## config.mk

```make
export PLATFORM = sky130hd
export DESIGN_NAME = demux_reg
export DESIGN_NICKNAME = d
export VERILOG_FILES = /design/src/rtl/demux_reg.sv
export SDC_FILE = /design/constraint.sdc
export NUM_CORES = 1
export LEC_CHECK = 0
export CAP_MARGIN = 25
export CORE_ASPECT_RATIO = 2
export CORE_MARGIN = 5
export CORE_UTILIZATION = 33
export DETAILED_ROUTE_END_ITERATION = 10
export PLACE_DENSITY_LB_ADDON = 0.12
export SLEW_MARGIN = 0
export SYNTH_ARGS = -nofsm -noshare
export SYNTH_HDL_FRONTEND = slang
export SYNTH_SLANG_ARGS = --single-unit
```

## constraint.sdc

```tcl
create_clock -name clk -period 2 [get_ports clk]
set_clock_uncertainty 0.2 [all_clocks]
set_input_delay 0.2 -clock clk [delete_from_list [all_inputs] [get_ports clk]]
set_output_delay 0.2 -clock clk [all_outputs]
set_load 0.02 [all_outputs]
```

## src/rtl/demux_reg.sv

```systemverilog
// demux_reg: 1-to-4 registered stream demultiplexer.
// Ports: clk, rst (async high); in_valid/in_ready/in_data/in_sel from
//   one producer; out_valid/out_ready/out_data per lane (4 lanes);
//   acc_count counts accepted words modulo 2**CNT_W.
module demux_reg #(
   parameter int ancho = 4,
   parameter int CNT_W = 8
) (
   input  logic               clk,
   input  logic               rst,
   input  logic               in_valid,
   output logic               in_ready,
   input  logic [ancho-1:0]   in_data,
   input  logic [1:0]         in_sel,
   output logic [3:0]         out_valid,
   input  logic [3:0]         out_ready,
   output logic [4*ancho-1:0] out_data,
   output logic [CNT_W-1:0]   acc_count
);

   logic [3:0]         vld_q, vld_d;
   logic [4*ancho-1:0] data_q, data_d;
   logic [CNT_W-1:0]   cnt_q, cnt_d;
   logic               accept;

   // Only the addressed lane can stall the producer.
   assign in_ready = !rst & (!vld_q[in_sel] | out_ready[in_sel]);
   assign accept   = in_valid & in_ready;

   always_comb begin
      vld_d  = vld_q;
      data_d = data_q;
      cnt_d  = cnt_q;
      for (int k = 0; k < 4; k++) begin
         if (accept && (in_sel == 2'(k))) begin
            vld_d[k]                 = 1'b1;
            data_d[k*ancho +: ancho] = in_data;
         end else if (out_ready[k]) begin
            // Draining an empty lane leaves it empty.
            vld_d[k] = 1'b0;
         end
      end
      if (accept) begin
         cnt_d = cnt_q + 1'b1;
      end
   end

   always_ff @(posedge clk or posedge rst) begin
      if (rst) begin
         vld_q  <= '0;
         data_q <= '0;
         cnt_q  <= '0;
      end else begin
         vld_q  <= vld_d;
         data_q <= data_d;
         cnt_q  <= cnt_d;
      end
   end

   assign out_valid = vld_q;
   assign out_data  = data_q;
   assign acc_count = cnt_q;

endmodule

```

==> summary.txt, run 1 <==
Critical path
  • Startpoint types: register
  • R2r startpoint: out_valid[2]
  • Setup CP Type: reg -> reg
  • Crit end category: register
  • FF-to-FF End: acc_count[1]
  • Required @ worst endpoint: 1.96 ns
  • Reg2reg path depth: 5
  • WP data arrival: 1.88 ns
  • CP startpoint: out_valid[2]
  • Flop2flop setup slack: 0.08 ns
  • Crit-path max FO: 7
  • Critical path endpoint: acc_count[1]

Layout
  • Fraction of layout cells with a size suffix above 1: 29.9%
  • Layout Nets: 162
  • Reg area: 701 um^2
  • P&R area growth vs syn: 56.0%
  • Area of the multi-input gates: 482 um^2
  • Final Util: 53.4%
  • Antenna cell count: 0
  • Filler cell count: 311

Synthesis
  • Area contributors post-synth: dfrtp_1 (60%), mux2_2 (15%), xor2_1 (5.2%)
  • Synth cell types: 17
  • Syn_nets: 101
  • Synthesized cell area: 1170 um^2
  • Post-synthesis sequential area ratio: 59.9%
  • Synth Instances: 87
  • Post-synth top area cell: dfrtp_1
  • Post-synthesis register bit count: 28
  • Avg Cell Area, Syn: 13.4 um^2
  • Warnings, synthesis: 0
  • Post-synth top area share: 59.9%

Floorplan
  • Core area: 3420 um^2
  • Initial core utilization: 34.2%
  • DIE AREA: 4910 um^2
  • Chip Height: 94.2 um
  • Die X: 52.1 um
  • I/O pin cnt: 42
  • Site Rows: 30

CTS
  • H-tree Lvls: 1
  • # hold bufs at CTS: 0
  • Clk pin slew, worst setup/hold paths: 0.09 ns
  • CTS Buf Count: 3
  • Clk buf depth: 2
  • Clk Latency, worst-skew pair: 0.27 ns
  • CTS tree: built
  • Clock Tree Root: clkbuf_8
  • Post-CTS Repair Setup Buffers: 0
  • Num Clock Sinks: 28

Placement
  • Routability cong.: 0.785
  • Worst slack, placed: -0.347 ns
  • PortBufs: 41
  • DP HPWL: 2220 um

Pwr
  • PD cells: 1020 nW/um^2
  • Peak supply drop: 0.688 mV
  • Leak Pwr: 0.808 nW
  • Total power: 1.86 mW

GRT
  • First-pass GRT wire length: 4780 um
  • Vias in the first global route: 1001
  • Tot GR Track Use: 13.2%
  • Largest net degree at the start of global routing: 29
  • GR Overflow Total: 0
  • Initial antenna violation count: 0

Timing
  • RSZ-0062 raised after global routing: yes
  • Hold Slack: 0.242 ns
  • Fin. max-slew vios: 0
  • # setup viols final: 0
  • Slew @ Worst Pin: 0.354 ns
  • Final Hold Vio Count: 0
  • Final min period: 1.92 ns
  • Fmax: 0.520 GHz
  • Max-slew headroom: 76.4%
  • Final worst slack: 0.0787 ns
  • Final worst path period share: 96.1%

Min path
  • HP Class: in -> async

Detailed routing
  • First-pass detailed-route iteration total: 4
  • Post-route DRC: 0
  • Drt via density: 4.51
  • DR vias: 879
  • Remaining antenna violation count: 0
  • Routed WL per cell: 14.5 um
  • Final wirelength: 2830 um
  • Starting DRT DRC Count: 7

Status
  • Outcome: finished clean

Run
  • Max Cap Violations: 0
[logic make-up after synthesis]
group / after synthesis / synth area share [%]
simple gates: 32 / 15.2
fa+ha+maj: 1 / 1.07
flops: 28 / 59.9
mux: 18 / 18.3
xor+xnor: 7 / 5.24
buf+inv: 1 / 0.321
[critical path: stages, from the launching register on]
cell and delay, ns:
dfrtp_1 0.38, nor2b_1 0.15, mux4_2 0.48, buf_4 0.19, nor2_4 0.09, mux2_1 0.32
[cell usage in the layout, fill, tap and decap left out]
cell type and instances:
xor2_1 7, buf_4 16, nand3_1 5, nor2b_1 4
nand2_1 6, clkinvlp_4 1, or2_2 2, clkdlybuf4s50_1 40
clkbuf_8 4, nor2b_2 1, mux4_2 1, nor4_4 1
nand2b_1 2, dfrtp_1 28, mux2_2 16, nor2_1 3
ha_1 1, nor2_4 1, mux2_1 1, nor4_2 1
nand4_1 1, nor3_1 5
[what timing repair did]
item,CTS,global route
gates resized for setup,4,4
pin swaps,0,2
setup endpoints to repair,1,4
[cell usage after synthesis]
master and number:
dfrtp_1 28, ha_1 1, inv_1 1, mux2_1 1, mux2_2 16, mux4_2 1
nand2_1 6, nand2b_1 2, nand3_1 5, nand4_1 1, nor2_1 4, nor2b_1 4
nor2b_2 1, nor3_1 5, nor4_2 2, or2_2 2, xor2_1 7
[where the power goes]
part	internal, mW	total, mW	switching (mW)
Clock	0.176	0.343	0.167
Sequential	0.701	0.814	0.113
Combinational	0.371	0.700	0.330
Total	1.25	1.86	0.609
[state kept, by name, indices dropped and copies added, names as in the netlist]
signal	flops
out_valid	4
acc_count	8
out_data	16
[layer usage]
metal,track usage [%],wire length (um),vias up
met5,0,0,-
met4,6.56,38,0
met3,3.50,140,2
met2,23.0,1650,21
met1,13.9,1000,439
li1,-,-,417
[layout make-up]
type | instances | share of cell area (%)
timing repair buffer | 56 | 28.5
inverter | 1 | 0.411
clock buffer | 4 | 3.02
tap | 48 | 3.29
multi-input combinational | 58 | 26.4
sequential | 28 | 38.4
[worst min-delay path by stage]
| stage | start | endpoint | slack, ns | cells past startpoint |
|---|---|---|---|---|
| 5_1_grt | rst | acc_count[3] | 0.28 | 3 |
| 4_1_cts | rst | acc_count[6] | 0.27 | 3 |
| 2_1_floorplan | rst | acc_count[0] | -0.09 | 1 |
| 6_report | rst | acc_count[6] | 0.24 | 3 |
| 3_3_place_gp | acc_count[7] | acc_count[7] | 0.26 | 1 |
| 3_5_place_dp | acc_count[7] | acc_count[7] | 0.26 | 1 |
[stage by stage]
step	cell area [um^2]	setup TNS, ns	cells
2_1_floorplan	1170	0	87
4_1_cts	1810	0	195
3_5_place_dp	1760	-1.25	191
3_3_place_gp	1760	-0.945	191
6_report	1830	0	195
5_1_grt	1830	0	195
No activity file was read; power rests on OpenSTA's default activity.
==> run 2: changes to the inputs <==
--- a/config.mk
+++ b/config.mk
@@ -5,7 +5,7 @@
 export SDC_FILE = /design/constraint.sdc
 export NUM_CORES = 1
 export LEC_CHECK = 0
-export CAP_MARGIN = 25
+export CAP_MARGIN = 20
 export CORE_ASPECT_RATIO = 2
 export CORE_MARGIN = 5
 export CORE_UTILIZATION = 33
@@ -15,3 +15,4 @@
 export SYNTH_ARGS = -nofsm -noshare
 export SYNTH_HDL_FRONTEND = slang
 export SYNTH_SLANG_ARGS = --single-unit
+export TNS_END_PERCENT = 30
==> results of run 2 <==
Same layout as run 1: the final DEF is identical, and so are final timing and power.
==> run 3: changes to the inputs <==
--- a/config.mk
+++ b/config.mk
@@ -9,6 +9,7 @@
 export CORE_ASPECT_RATIO = 2
 export CORE_MARGIN = 5
 export CORE_UTILIZATION = 33
+export CTS_CLUSTER_DIAMETER = 120
 export DETAILED_ROUTE_END_ITERATION = 10
 export PLACE_DENSITY_LB_ADDON = 0.12
 export SLEW_MARGIN = 0
==> results of run 3 <==
Same layout as run 1: the final DEF is identical, and so are final timing and power.
